## src/rtl/conmutador_baterias_pkg.sv

```systemverilog
// -----------------------------------------------------------------------------
// conmutador_baterias_pkg
// Shared definitions for the two-battery supervisor:
//   - ANCHO_CARGA    : width of the charge-level inputs
//   - ANCHO_CONTEO   : width of the switchover counter
//   - estado_t       : supervisor FSM states
//   - activa_t codes : values reported on bateria_activa
//   - max_int        : elaboration-time helper for sizing counters
// -----------------------------------------------------------------------------
package conmutador_baterias_pkg;

  localparam int ANCHO_CARGA  = 4;
  localparam int ANCHO_CONTEO = 8;

  typedef enum logic [2:0] {
    INICIO,
    USA_B1,
    USA_B2,
    CONMUTANDO,
    SIN_ENERGIA
  } estado_t;

  typedef logic [1:0] activa_t;

  localparam activa_t ACTIVA_NINGUNA = 2'd0;
  localparam activa_t ACTIVA_B1      = 2'd1;
  localparam activa_t ACTIVA_B2      = 2'd2;

  function automatic int max_int(input int a, input int b);
    return (a > b) ? a : b;
  endfunction

endpackage

```

## src/rtl/conmutador_baterias_filtro_descarga.sv

```systemverilog
// -----------------------------------------------------------------------------
// filtro_descarga
// Turns one raw 4-bit charge level into a debounced "discharged" flag.
// The flag only toggles after the opposing raw condition has been seen on
// FILTRO_CICLOS consecutive edges; any agreeing edge restarts the count.
// The flag starts at 1 so a battery must prove it is charged before use.
//
// Optional feature (macro CONMUTADOR_HISTERESIS_EN):
//   defined   : a set flag clears only when carga >= UMBRAL_BAJO + HISTERESIS
//               (5-bit sum; above 15 the flag can never clear)
//   undefined : a set flag clears when carga > UMBRAL_BAJO
//
// Ports:
//   clk      in  1  rising-edge clock
//   rst      in  1  asynchronous active-high reset
//   i_carga  in  4  unsigned charge level
//   o_baja   out 1  filtered discharged flag (reset value 1)
// -----------------------------------------------------------------------------
module filtro_descarga
  import conmutador_baterias_pkg::*;
#(
  parameter int UMBRAL_BAJO   = 2,
  parameter int FILTRO_CICLOS = 4
`ifdef CONMUTADOR_HISTERESIS_EN
  ,
  parameter int HISTERESIS    = 3
`endif
) (
  input  logic                   clk,
  input  logic                   rst,
  input  logic [ANCHO_CARGA-1:0] i_carga,
  output logic                   o_baja
);

  localparam int ANCHO_CNT = $clog2(FILTRO_CICLOS + 1);
  localparam logic [ANCHO_CNT-1:0]   CNT_FINAL = ANCHO_CNT'(FILTRO_CICLOS - 1);
  localparam logic [ANCHO_CARGA-1:0] UMBRAL    = ANCHO_CARGA'(UMBRAL_BAJO);

  logic                 r_baja;
  logic [ANCHO_CNT-1:0] r_cnt;
  logic                 w_cruda_baja;
  logic                 w_cruda_alta;
  logic                 w_difiere;

  assign w_cruda_baja = (i_carga <= UMBRAL);

`ifdef CONMUTADOR_HISTERESIS_EN
  localparam int ANCHO_SUMA = ANCHO_CARGA + 1;
  localparam logic [ANCHO_SUMA-1:0] UMBRAL_SUBIDA =
    ANCHO_SUMA'(UMBRAL_BAJO) + ANCHO_SUMA'(HISTERESIS);
  // Zero-extended compare: a threshold above 15 is simply unreachable.
  assign w_cruda_alta = ({1'b0, i_carga} >= UMBRAL_SUBIDA);
`else
  assign w_cruda_alta = !w_cruda_baja;
`endif

  // The condition that would move the flag away from its current value.
  assign w_difiere = r_baja ? w_cruda_alta : w_cruda_baja;

  // Counting to FILTRO_CICLOS-1 and toggling on the next differing edge
  // makes the flag change on the FILTRO_CICLOS-th consecutive edge.
  always_ff @(posedge clk or posedge rst) begin
    if (rst) begin
      r_baja <= 1'b1;
      r_cnt  <= '0;
    end else if (w_difiere) begin
      if (r_cnt == CNT_FINAL) begin
        r_baja <= !r_baja;
        r_cnt  <= '0;
      end else begin
        r_cnt  <= r_cnt + 1'b1;
      end
    end else begin
      r_cnt <= '0;
    end
  end

  assign o_baja = r_baja;

endmodule

```

## src/rtl/conmutador_baterias.sv

```systemverilog
// -----------------------------------------------------------------------------
// conmutador_baterias
// Two-battery supervisor. Each charge level is debounced into a discharged
// flag; a break-before-make FSM selects which battery feeds the load, with a
// dead time of TIEMPO_MUERTO cycles where both enables are low.
//
// Optional feature: CONMUTADOR_HISTERESIS_EN enables the HISTERESIS margin
// for clearing a discharged flag (see filtro_descarga).
//
// Ports:
//   clk                    in  1  rising-edge clock
//   rst                    in  1  asynchronous active-high reset
//   carga_bateria1/2       in  4  unsigned charge levels
//   habilitar_bateria1/2   out 1  battery enables (never both high)
//   advertencia_bateria_1/2 out 1 filtered discharged flags
//   falla_total            out 1  no usable battery, nothing connected
//   bateria_activa         out 2  0 none, 1 battery 1, 2 battery 2
//   num_conmutaciones      out 8  saturating count of completed switchovers
// All outputs are registered.
// -----------------------------------------------------------------------------
module conmutador_baterias
  import conmutador_baterias_pkg::*;
#(
  parameter int UMBRAL_BAJO   = 2,
  parameter int FILTRO_CICLOS = 4,
  parameter int TIEMPO_MUERTO = 3
`ifdef CONMUTADOR_HISTERESIS_EN
  ,
  parameter int HISTERESIS    = 3
`endif
) (
  input  logic                    clk,
  input  logic                    rst,
  input  logic [ANCHO_CARGA-1:0]  carga_bateria1,
  input  logic [ANCHO_CARGA-1:0]  carga_bateria2,
  output logic                    habilitar_bateria1,
  output logic                    habilitar_bateria2,
  output logic                    advertencia_bateria_1,
  output logic                    advertencia_bateria_2,
  output logic                    falla_total,
  output logic [1:0]              bateria_activa,
  output logic [ANCHO_CONTEO-1:0] num_conmutaciones
);

  // One timer serves both INICIO (counts up to FILTRO_CICLOS) and the dead time.
  localparam int ANCHO_TIMER = $clog2(max_int(FILTRO_CICLOS, TIEMPO_MUERTO) + 1);
  localparam logic [ANCHO_TIMER-1:0] T_INICIO = ANCHO_TIMER'(FILTRO_CICLOS);
  localparam logic [ANCHO_TIMER-1:0] T_MUERTO = ANCHO_TIMER'(TIEMPO_MUERTO - 1);

  logic [ANCHO_CARGA-1:0] w_carga [2];
  logic [1:0]             w_baja;

  assign w_carga[0] = carga_bateria1;
  assign w_carga[1] = carga_bateria2;

  genvar gi;
  generate
    for (gi = 0; gi < 2; gi++) begin : g_filtro
      filtro_descarga #(
        .UMBRAL_BAJO  (UMBRAL_BAJO),
        .FILTRO_CICLOS(FILTRO_CICLOS)
`ifdef CONMUTADOR_HISTERESIS_EN
        ,
        .HISTERESIS   (HISTERESIS)
`endif
      ) u_filtro (
        .clk    (clk),
        .rst    (rst),
        .i_carga(w_carga[gi]),
        .o_baja (w_baja[gi])
      );
    end
  endgenerate

  estado_t                 r_estado, w_estado_next;
  logic [ANCHO_TIMER-1:0]  r_timer, w_timer_next;
  activa_t                 r_objetivo, w_objetivo_next;
  logic                    w_completa;

  logic                    r_en1, r_en2, r_falla;
  activa_t                 r_activa;
  logic [ANCHO_CONTEO-1:0] r_num;
  logic                    w_en1_next, w_en2_next, w_falla_next;
  activa_t                 w_activa_next;

  // State register
  always_ff @(posedge clk or posedge rst) begin
    if (rst) begin
      r_estado   <= INICIO;
      r_timer    <= '0;
      r_objetivo <= ACTIVA_B1;
    end else begin
      r_estado   <= w_estado_next;
      r_timer    <= w_timer_next;
      r_objetivo <= w_objetivo_next;
    end
  end

  // Next-state logic
  always_comb begin
    w_estado_next   = r_estado;
    w_objetivo_next = r_objetivo;
    w_completa      = 1'b0;
    unique case (r_estado)
      INICIO: begin
        if (r_timer == T_INICIO) begin
          if (!w_baja[0])      w_estado_next = USA_B1;
          else if (!w_baja[1]) w_estado_next = USA_B2;
          else                 w_estado_next = SIN_ENERGIA;
        end
      end
      USA_B1: begin
        if (w_baja[0] && w_baja[1]) begin
          w_estado_next = SIN_ENERGIA;
        end else if (w_baja[0]) begin
          w_estado_next   = CONMUTANDO;
          w_objetivo_next = ACTIVA_B2;
        end
      end
      USA_B2: begin
        if (w_baja[0] && w_baja[1]) begin
          w_estado_next = SIN_ENERGIA;
        end else if (w_baja[1]) begin
          w_estado_next   = CONMUTANDO;
          w_objetivo_next = ACTIVA_B1;
        end
      end
      CONMUTANDO: begin
        // The target is re-checked only on the last dead-time cycle, so a
        // flag that reasserted meanwhile sends us to SIN_ENERGIA.
        if (r_timer == T_MUERTO) begin
          if (r_objetivo == ACTIVA_B1 && !w_baja[0]) begin
            w_estado_next = USA_B1;
            w_completa    = 1'b1;
          end else if (r_objetivo == ACTIVA_B2 && !w_baja[1]) begin
            w_estado_next = USA_B2;
            w_completa    = 1'b1;
          end else begin
            w_estado_next = SIN_ENERGIA;
          end
        end
      end
      SIN_ENERGIA: begin
        if (!w_baja[0]) begin
          w_estado_next   = CONMUTANDO;
          w_objetivo_next = ACTIVA_B1;
        end else if (!w_baja[1]) begin
          w_estado_next   = CONMUTANDO;
          w_objetivo_next = ACTIVA_B2;
        end
      end
      default: w_estado_next = INICIO;
    endcase

    // Timer restarts on every state change and only runs where it is needed.
    if (w_estado_next != r_estado)
      w_timer_next = '0;
    else if (r_estado == INICIO || r_estado == CONMUTANDO)
      w_timer_next = r_timer + 1'b1;
    else
      w_timer_next = '0;
  end

  // Output logic: decoded from the next state so the registered outputs
  // change on the same edge as the state.
  always_comb begin
    w_en1_next    = (w_estado_next == USA_B1);
    w_en2_next    = (w_estado_next == USA_B2);
    w_falla_next  = (w_estado_next == SIN_ENERGIA);
    w_activa_next = ACTIVA_NINGUNA;
    if (w_en1_next)      w_activa_next = ACTIVA_B1;
    else if (w_en2_next) w_activa_next = ACTIVA_B2;
  end

  always_ff @(posedge clk or posedge rst) begin
    if (rst) begin
      r_en1    <= 1'b0;
      r_en2    <= 1'b0;
      r_falla  <= 1'b0;
      r_activa <= ACTIVA_NINGUNA;
      r_num    <= '0;
    end else begin
      r_en1    <= w_en1_next;
      r_en2    <= w_en2_next;
      r_falla  <= w_falla_next;
      r_activa <= w_activa_next;
      if (w_completa && r_num != {ANCHO_CONTEO{1'b1}})
        r_num <= r_num + 1'b1;
    end
  end

  assign habilitar_bateria1    = r_en1;
  assign habilitar_bateria2    = r_en2;
  assign advertencia_bateria_1 = w_baja[0];
  assign advertencia_bateria_2 = w_baja[1];
  assign falla_total           = r_falla;
  assign bateria_activa        = r_activa;
  assign num_conmutaciones     = r_num;

endmodule
```

## config.mk

```make
export PLATFORM = sky130hd
export DESIGN_NAME = conmutador_baterias
export DESIGN_NICKNAME = d
export VERILOG_FILES = /design/src/rtl/conmutador_baterias_pkg.sv /design/src/rtl/conmutador_baterias_filtro_descarga.sv /design/src/rtl/conmutador_baterias.sv
export SDC_FILE = /design/constraint.sdc
export NUM_CORES = 1
export LEC_CHECK = 0
export ABC_AREA = 1
export BUFFER_PORTS_ARGS = -buffer_cell sky130_fd_sc_hd__buf_4
export CAP_MARGIN = 20
export CORE_MARGIN = 3
export CORE_UTILIZATION = 45
export CTS_BUF_LIST = sky130_fd_sc_hd__clkbuf_8
export DETAILED_ROUTE_END_ITERATION = 8
export GPL_ROUTABILITY_DRIVEN = 1
export GPL_TIMING_DRIVEN = 0
export HOLD_SLACK_MARGIN = 0.05
export PLACE_DENSITY = 0.75
export SYNTH_ARGS = -nofsm -noshare
export SYNTH_HDL_FRONTEND = slang
export SYNTH_SLANG_ARGS = --single-unit
```

## constraint.sdc

```tcl
create_clock -name clk -period 4.4 [get_ports clk]
set_input_delay 0.66 -clock clk [delete_from_list [all_inputs] [get_ports clk]]
set_output_delay 0.66 -clock clk [all_outputs]
set_load 0.05 [all_outputs]
```

==> run metrics, run 1 <==
maximum capacitance violations 0; slew of the pin with the lowest slew margin 428 ps; power per standard cell area 616 mW/mm^2; simple-gate share of the synthesized area 30.2%; worst setup path class reg2reg; number of max-slew violations in the final report 0; antenna-violating nets left 0; final worst-path cycle share 40.8%; maximum clock frequency 557 MHz; flop-to-flop setup slack ~2600 ps; pre-CTS worst setup slack 2730 ps; cell type with the highest aggregate area in the netlist dfrtp_1; fin nets ~240; fraction of final layout cells sized beyond drive strength 1 26.0%; total leakage power 0.00103 uW; Worst slew margin a little under three quarters; arithmetic-cell share of the synthesized area counting full adders, half adders and majority gates approximately 4.7%; Final Hold Slack 371 ps; maximum number of pins on one net before global-route repair 29; sort of element at the end of the critical path flop; detailed-routing iteration count for the pre-antenna-repair pass 4; per-instance average area after synthesis about 8.4 sq um; end-of-flow core utilization 57.2%; post-synthesis instance area 0.00160 sq mm; synthesized netlist cell count 190; footprint of the multi-input gates 787 sq um; parity-gate share of the synthesized area counting xor and xnor cells 5.47%; count of clock tree sinks 28; post-cts sizing count 0; Synth top area share 39.1%; main area contributors after synthesis dfrtp_1 (39%), nand2_1 (9.6%), xor2_1 (5.5%), dfstp_2 (4.9%), ha_1 (4.7%); ports placed on the boundary 25; combinational family with the most area after synthesis simple AND/OR/NAND/NOR gates; fraction of synthesized area in multiplexers 1.88%; clock skew 6.05 ps; effective utilization at floorplan 47.2%; Buffers on Ports 24; via count of the first global-routing pass 1264; slack of the critical path 2600 ps; number of warnings printed during yosys synthesis 0; status finished, final reports clean; Highest Signal Layer met4; diode count 0; wire length on met2 1570 um; number of buffers between clock root and the deepest sink 2; CP startpoint kind flop; fill cell count 301; ratio of routed vias to standard cells 5.03; required time at the worst-slack endpoint 4570 ps; synthesized flop and latch total 28; Synth Area in Compound Gates 6.95%; maximum fanout count along the critical path 9; post-CTS setup-driven buffer insertion count 0; DRC Markers 0; count of unique library cells instantiated by Yosys 29; drt total wl between 3000 and 4000 um; routed wl met3 roughly 170 um; total global routing overflow 0; # hold bufs at CTS 0; overall die area 0.00431 sq mm; setup repair after global routing missed its margin no; RD Place Congestion roughly 0.89; sequential cell area fraction in the yosys report 44.0%; Seq. cell area 704 sq um; Tmin final 1800 ps; clock latency of the later-clocked register in the worst-skew pair 280 ps; Area Growth Syn to Fin 21.0%; peak supply drop 0.408 mV; Syn Nets ~210; total routing usage reported by global routing 16.4%; Clk Tree Root Cell clkbuf_8; HPWL after detailed placement between 2000 and 2500 um; final number of hold-violating endpoints 0; via count of the routed design roughly 1300; horizontal die dimension roughly 66 um; DRT iter0 DRCs 66; accumulated negative setup slack 0 ps; CTS clock-pin slew for the worst setup and hold paths 100 ps; total CTS buffers 3; H-tree lvl count 1; overall power 1190 uW; number of antenna violations at the first check in global routing 0; Vert. Die Dim 65.7 um; Post-Route M1 WL 1360 um; core area 0.00339 sq mm; number of placement rows 21; setup violation total in the final timing report 0; clock tree from TritonCTS yes; wire length of the first global-routing pass between 5000 and 6000 um; wire length per cell 12.0 um; class of the tightest hold or removal check in2async; data arrival at the endpoint of the critical path approximately 2000 ps
==> worst max-delay path: stages, from the launching register on <==
cell	delay, ps
dfstp_2	550
buf_6	140
nand2_2	130
o21ai_0	180
nor2_1	80
nor2_1	120
nand4_1	150
nand2_1	120
nand2_1	70
nand3_2	100
nor2_1	50
==> where the power goes <==
group | switching (uW) | internal (uW)
Clock | 81.5 | 122
Sequential | 45.5 | 329
Combinational | 415 | 201
Total | 542 | 652
==> routing by layer <==
| metal | vias up | track usage, % |
|---|---|---|
| met3 | 9 | 3.08 |
| met4 | 0 | 8.29 |
| li1 | 669 | - |
| met1 | 618 | 19.8 |
| met2 | 38 | 27.5 |
| met5 | - | 0 |
==> area by class of cell <==
class / count / area share [%]
plain buffers: 3 / 1.23
flip-flops and latches: 28 / 36.3
clock buffers: 3 / 2.13
well taps: 46 / 2.97
clock inverters: 1 / 1.55
repair buffers: 25 / 10.7
inverters: 23 / 4.45
multi-input cells: 136 / 40.6
==> sequential cells by signal, summed over array words and instances (netlist names) <==
signal	flops
falla_total	1
num_conmutaciones	8
g_filtro.u_filtro.r_cnt	6
r_timer	3
bateria_activa	2
r_estado	3
habilitar_bateria2	1
g_filtro.u_filtro.o_baja	2
r_objetivo	2
==> placed cells by master (no fill, tap or decap), types with 2 or more instances in the layout <==
master    count
a211o_1       2
a21oi_1       4
buf_4        25
clkbuf_8      3
dfrtp_1      25
dfstp_2       3
ha_1          6
inv_1        18
inv_2         4
mux2_4        2
nand2_1      41
nand2_2       6
nand3_1      11
nand3_2       3
nand4_1       3
nor2_1       19
nor2_2        3
nor3_1        5
nor3_2        2
nor3b_1       2
o21ai_0      10
o21ai_1       3
xor2_1       10
==> cells by family (layout without fill, tap and decap cells) <==
group	Yosys count	in the layout
adders and majority gates	6	6
muxes	2	2
AOI/OAI and AO/OA	20	20
buffers and inverters	26	55
and+or+nand+nor	98	98
xor gates and xnor gates	10	10
DFF	28	28
==> worst paths after layout <==
path	startpoint	endpoint	cells past startpoint
max in group asynchronous	rst	g_filtro[1].u_filtro.o_baja$_DFFE_PP1P_	3
min in group clk	g_filtro[0].u_filtro.r_cnt[0]$_DFF_PP0_	g_filtro[0].u_filtro.r_cnt[0]$_DFF_PP0_	1
min reg2reg	g_filtro[0].u_filtro.r_cnt[0]$_DFF_PP0_	g_filtro[0].u_filtro.r_cnt[0]$_DFF_PP0_	1
max reg2reg	g_filtro[0].u_filtro.o_baja$_DFFE_PP1P_	r_timer[1]$_DFF_PP0_	10
max	g_filtro[0].u_filtro.o_baja$_DFFE_PP1P_	r_timer[1]$_DFF_PP0_	10
min	rst	g_filtro[1].u_filtro.r_cnt[1]$_DFF_PP0_	2
==> per-stage QoR <==
| stage | instance area (sq um) | cells |
|---|---|---|
| CTS | 1910 | 264 |
| finish | 1940 | 265 |
| detailed placement | 1840 | 260 |
| floorplan | 1600 | 190 |
| global placement | 1840 | 260 |
| global route | 1940 | 265 |
==> synth_stat cells (all sizes together) <==
cell      n
nand2    47
dfrtp    25
nor2     23
inv      22
nand3    14
o21ai    13
xor2     10
nor3      7
ha        6
a21oi     4
buf       3
dfstp     3
nand4     3
a211o     2
mux2      2
nor3b     2
clkinv    1
nand3b    1
nor4      1
o2111ai   1
(Power assumes the default switching activity.)
==> run 2, diff against run 1 <==
==> constraint.sdc (replaced) <==
create_clock -name clk -period 1.7 [get_ports clk]
set_input_delay 0.255 -clock clk [delete_from_list [all_inputs] [get_ports clk]]
set_output_delay 0.255 -clock clk [all_outputs]
set_load 0.05 [all_outputs]
==> run metrics, run 2 (synthesis gave the netlist of run 1 again) <==
status finished, final reports clean; reg-to-reg startpoint r_timer[0]$_DFF_PP0_; Power Internal 1890 uW (+190%); number of cells on the worst reg-to-reg path 11 (+1); detailed-routing iteration count for the pre-antenna-repair pass 4 (unchanged); end-of-flow core utilization 61.9% (+4.7 points); wire length of the first global-routing pass 5380 um (-1.3%); capturing point of the worst reg2reg path r_timer[1]$_DFF_PP0_; Area Growth Syn to Fin 31.0%; Final Hold Slack 239 ps (-132 ps); clock skew 4.14 ps (-1.91 ps); via count of the routed design 1369 (+2.6%); CTS clock-pin slew for the worst setup and hold paths 100 ps (about the same); total leakage power 0.00107 uW (+4.4%); Comb pwr share 56.0% (+4.4 points); maximum capacitance violations 0 (unchanged); slew of the pin with the lowest slew margin 509 ps (+80.2 ps); HPWL after detailed placement 2290 um (about the same); fin nets 245 (+3.8%); Worst slew margin 66.1% (-5.4 points); most common cell after layout, fill and taps aside nand2_1; total CTS buffers 3 (unchanged); number of antenna violations at the first check in global routing 0 (unchanged); data arrival at the endpoint of the critical path 1850 ps (-120 ps); fraction of final layout cells sized beyond drive strength 1 37.7% (+12 points); wire length per cell 12.5 um (+4.5%); count of clock tree sinks 28 (unchanged); clock tree from TritonCTS yes; DRT iter0 DRCs 81 (+23%); number of buffers between clock root and the deepest sink 2 (unchanged); effective utilization at floorplan 47.2% (unchanged); most used cells in the layout excluding fill and tap cells nand2_1 (37), buf_4 (31), dfrtp_1 (20), inv_1 (16), nor2_1 (16); Buffers on Ports 24 (unchanged); horizontal die dimension 65.7 um (unchanged); switching power 1540 uW (+180%); required time at the worst-slack endpoint 1910 ps (-2660 ps); sequential fraction of design power 28.4% (-3.0 points); pre-CTS worst setup slack 16.5 ps (-2710 ps); CP startpoint kind flop; worst setup path class reg2reg; accumulated negative setup slack 0 ps (unchanged); final worst-path cycle share 96.4% (+56 points); class of the tightest hold or removal check in2reg; ratio of routed vias to standard cells 5.00 (-0.75%); Clk Tree Root Cell clkbuf_8; final number of hold-violating endpoints 0 (unchanged); max FFs per register 8 (unchanged); power per standard cell area 1640 mW/mm^2 (+170%); drt total wl 3430 um (+8.0%); clock latency of the later-clocked register in the worst-skew pair 280 ps (about the same); number of placement rows 21 (unchanged); DRC Markers 0 (unchanged); critical path startpoint r_timer[0]$_DFF_PP0_; fill cell count 284 (-5.6%); core area 0.00339 sq mm (unchanged); via count of the first global-routing pass 1273 (+0.71%); sort of element at the end of the critical path flop; total global routing overflow 0 (unchanged); diode count 0 (unchanged); number of max-slew violations in the final report 0 (unchanged); setup repair after global routing missed its margin yes; RD Place Congestion 0.922 (+3.3%); slack of the critical path 61.0 ps (-2540 ps); peak supply drop 0.749 mV (+84%); ports placed on the boundary 25 (unchanged); Vert. Die Dim 65.7 um (unchanged); maximum number of pins on one net before global-route repair 29 (unchanged); switching part of the total power 44.9% (-0.52 points); total routing usage reported by global routing 16.0% (-0.36 points); H-tree lvl count 1 (unchanged); maximum fanout count along the critical path 4 (-5); critical path capture point r_timer[1]$_DFF_PP0_; Tmin final 1640 ps (-158 ps); setup violation total in the final timing report 0 (unchanged); Clk network pwr share 15.5% (-1.5 points); overall die area 0.00431 sq mm (unchanged); maximum clock frequency 610 MHz (+9.6%); antenna-violating nets left 0 (unchanged); flop-to-flop setup slack 60 ps (-2540 ps)
-- run 2: cell types whose count changed in the layout (fill, tap and decap cells not counted), sizes merged --
cell         before  now
clkinv            1    0
buf              28   35
dlygate4sd3       0    1
clkinvlp          0    1
clkbuf            3    4
-- run 2: worst min-delay path by stage --
stage                     slack (ps)                               startpoint  cells past startpoint                                 endpoint
after floorplan                  320                                      rst                      1              bateria_activa[0]$_DFF_PP0_
after global placement           430  g_filtro[1].u_filtro.r_cnt[0]$_DFF_PP0_                      1  g_filtro[1].u_filtro.r_cnt[0]$_DFF_PP0_
after detailed placement         440  g_filtro[0].u_filtro.r_cnt[0]$_DFF_PP0_                      1  g_filtro[0].u_filtro.r_cnt[0]$_DFF_PP0_
after CTS                        240                        carga_bateria1[2]                      3  g_filtro[0].u_filtro.o_baja$_DFFE_PP1P_
after global routing             260                        carga_bateria2[3]                      3  g_filtro[1].u_filtro.o_baja$_DFFE_PP1P_
final                            240                        carga_bateria1[2]                      3  g_filtro[0].u_filtro.o_baja$_DFFE_PP1P_
-- run 2: layout make-up --
cell class	count	area, sq um	share of cell area [%]
multi-input cells	136	843	40.2
flip-flops and latches	28	711	33.9
repair buffers	34	295	14.1
inverters	23	92.6	4.41
well taps	46	57.6	2.74
clock buffers	3	41.3	1.97
clock inverters	1	30.0	1.43
plain buffers	3	27.5	1.31
-- run 2: timing repair --
action / in CTS / in global routing
setup buffers: 0 / 7
resized for setup: 1 / 23
endpoints found under the hold margin: 0 / 12
setup endpoints to repair: 1 / 5
hold buffers: 0 / 1
gates cloned: 0 / 1
pin swaps: 0 / 10
-- run 2: critical path, stage by stage, from the launching register on --
cell and delay (ps):
dfrtp_1 390, inv_2 60, ha_1 200, nand2_2 100, inv_1 60, nand2_2 80, nor2_2 50, nor2_2 120
nand2_1 90, o21ai_2 160, nand3_2 140, nor2_1 120
-- run 2: layer usage --
layer	up-vias	wire (um)	global-route usage [%]
met3	11	238	2.74
met5	-	0	0
li1	686	-	-
met1	623	1410	20.8
met4	0	87	7.25
met2	49	1700	25.9
-- run 2: power by group through the flow --
stage	Combinational (uW)	Sequential [uW]	Clock, uW
after floorplan	1030	1160	0
after global placement	1530	980	0
after detailed placement	1540	983	0
after CTS	1560	971	541
after global routing	2120	995	568
final	1920	976	533
-- run 2: metrics by stage --
step	total power [uW]	cells	instance area, sq um
after CTS	3070	264	1920
after detailed placement	2520	260	1850
after global routing	3690	274	2100
after global placement	2510	260	1850
final	3430	274	2100
after floorplan	2190	190	1610
==> run 3, diff against run 2 <==
==> constraint.sdc (replaced) <==
create_clock -name clk -period 1.7 [get_ports clk]
set_input_delay 0 -clock clk [delete_from_list [all_inputs] [get_ports clk]]
set_output_delay 0 -clock clk [all_outputs]
set_load 0.05 [all_outputs]
==> run metrics, run 3 (synthesis gave the netlist of run 1 again) <==
maximum clock frequency 613 MHz (+0.44%); power per standard cell area 1630 mW/mm^2 (-0.63%); clock tree from TritonCTS yes; pre-CTS worst setup slack 16.5 ps (unchanged); slew of the pin with the lowest slew margin 508 ps (-0.833 ps); DRC Markers 0 (unchanged); overall die area 0.00431 sq mm (unchanged); area after detailed placement 0.00185 sq mm (unchanged); total leakage power 0.00109 uW (+2.0%); clock skew 5.00 ps (+0.861 ps); Clk Tree Root Cell clkbuf_8; effective utilization at floorplan 47.2% (unchanged); fraction of final layout cells sized beyond drive strength 1 38.5% (+0.74 points); RD Place Congestion 0.922 (unchanged); CTS clock-pin slew for the worst setup and hold paths 100 ps (about the same); final worst-path cycle share 96.0% (-0.43 points); fin nets 251 (+2.4%); max FFs per register 8 (unchanged); fill cell count 274 (-3.5%); most common cell after layout, fill and taps aside nand2_1; Tmin final 1630 ps (-7.24 ps); maximum number of pins on one net before global-route repair 29 (unchanged); Worst slew margin 66.1% (about the same); Buffers on Ports 24 (unchanged); Vert. Die Dim 65.7 um (unchanged); wire length per cell 12.9 um (+3.1%); slack of the critical path 68.2 ps (+7.24 ps); clock latency of the later-clocked register in the worst-skew pair 280 ps (about the same); status finished, final reports clean; drt total wl 3620 um (+5.4%); sort of element at the end of the critical path flop; cell area after layout 0.00216 sq mm (+3.0%); worst setup path class reg2reg; antenna-violating nets left 0 (unchanged); total routing usage reported by global routing 16.4% (+0.40 points); ports placed on the boundary 25 (unchanged); end-of-flow core utilization 63.8% (+1.8 points); total global routing overflow 0 (unchanged); diode count 0 (unchanged); peak supply drop 0.730 mV (-2.6%); number of max-slew violations in the final report 0 (unchanged); number of antenna violations at the first check in global routing 0 (unchanged); horizontal die dimension 65.7 um (unchanged); class of the tightest hold or removal check in2reg; DRT iter0 DRCs 77 (-4.9%); wire length of the first global-routing pass 5490 um (+2.0%); H-tree lvl count 1 (unchanged); cell count after placement 260 (unchanged); count of clock tree sinks 28 (unchanged); number of buffers between clock root and the deepest sink 2 (unchanged); Area Growth Syn to Fin 34.9%; via count of the routed design 1404 (+2.6%); via count of the first global-routing pass 1298 (+2.0%); total CTS buffers 3 (unchanged); maximum capacitance violations 0 (unchanged); ratio of routed vias to standard cells 5.01 (+0.36%); Seq. cell area 711 sq um (unchanged); core area 0.00339 sq mm (unchanged); required time at the worst-slack endpoint 1890 ps (-20 ps); CP startpoint kind flop; number of placement rows 21 (unchanged); final number of hold-violating endpoints 0 (unchanged); HPWL after detailed placement 2290 um (unchanged); footprint of the multi-input gates 851 sq um (+0.89%); accumulated negative setup slack 0 ps (unchanged); maximum fanout count along the critical path 5 (+1); count of non-filler cells in the finished layout 280 (+2.2%); setup violation total in the final timing report 0 (unchanged); most used cells in the layout excluding fill and tap cells nand2_1 (37), buf_4 (33), dfrtp_1 (20), inv_1 (15), nor2_1 (15); data arrival at the endpoint of the critical path 1820 ps (-30 ps); detailed-routing iteration count for the pre-antenna-repair pass 4 (unchanged)
[run 3: final timing paths]
path / slack (ps) / cells after the start / to / start
max in group asynchronous: 830 / 4 / g_filtro[1].u_filtro.o_baja$_DFFE_PP1P_ / rst
min reg2reg: 440 / 1 / g_filtro[1].u_filtro.r_cnt[0]$_DFF_PP0_ / g_filtro[1].u_filtro.r_cnt[0]$_DFF_PP0_
min: 130 / 4 / g_filtro[1].u_filtro.r_cnt[1]$_DFF_PP0_ / carga_bateria2[2]
max: 70 / 10 / r_timer[0]$_DFF_PP0_ / g_filtro[0].u_filtro.o_baja$_DFFE_PP1P_
max reg2reg: 70 / 10 / r_timer[0]$_DFF_PP0_ / g_filtro[0].u_filtro.o_baja$_DFFE_PP1P_
min in group asynchronous: 300 / 3 / num_conmutaciones[5]$_DFFE_PP0P_ / rst
[run 3: worst max-delay path: stages (launching register included)]
cell        delay, ps
dfstp_2           560
buf_8             130
clkinvlp_4        110
nand3_2           110
nand2_2            90
nor2_2            110
nor2_2             60
nand2_1            90
o21ai_2            70
nand3_2           130
nor2_1             50
[run 3: area by class of cell]
class                           instances  share of cell area, %
Inverter                               23                   4.28
Tap cell                               46                   2.66
Multi-Input combinational cell        136                   39.4
Buffer                                  3                   1.27
Clock inverter                          1                   1.39
Timing Repair Buffer                   40                   16.2
Sequential cell                        28                   32.9
Clock buffer                            3                   1.91
[run 3: stage by stage]
stage,total power (uW),hold WS [ps]
2_1_floorplan,2190,62.9
3_3_place_gp,2510,277
3_5_place_dp,2520,283
4_1_cts,3080,129
5_1_grt,3770,162
6_report,3510,130
[run 3: metal layers]
layer  wire [um]  GRT usage (%)  share of wire [%]
met1        1450           20.9                 40
met3         223           2.74                6.2
met2        1790           27.2                 49
met5           0              0                  0
met4         158           7.25                4.4
[run 3: where the power goes]
group	switching [uW]	internal, uW	total (uW)
registers	119	857	976
logic	1230	764	2000
clock network	222	316	538
[run 3: what timing repair did]
action / 4_1_cts / 5_1_grt
gates resized for setup: 1 / 26
gates cloned: 0 / 1
pin swaps: 0 / 10
setup buffers: 0 / 9
hold buffers: 5 / 0
endpoints found under the hold margin: 27 / 0
setup endpoints to repair: 1 / 5
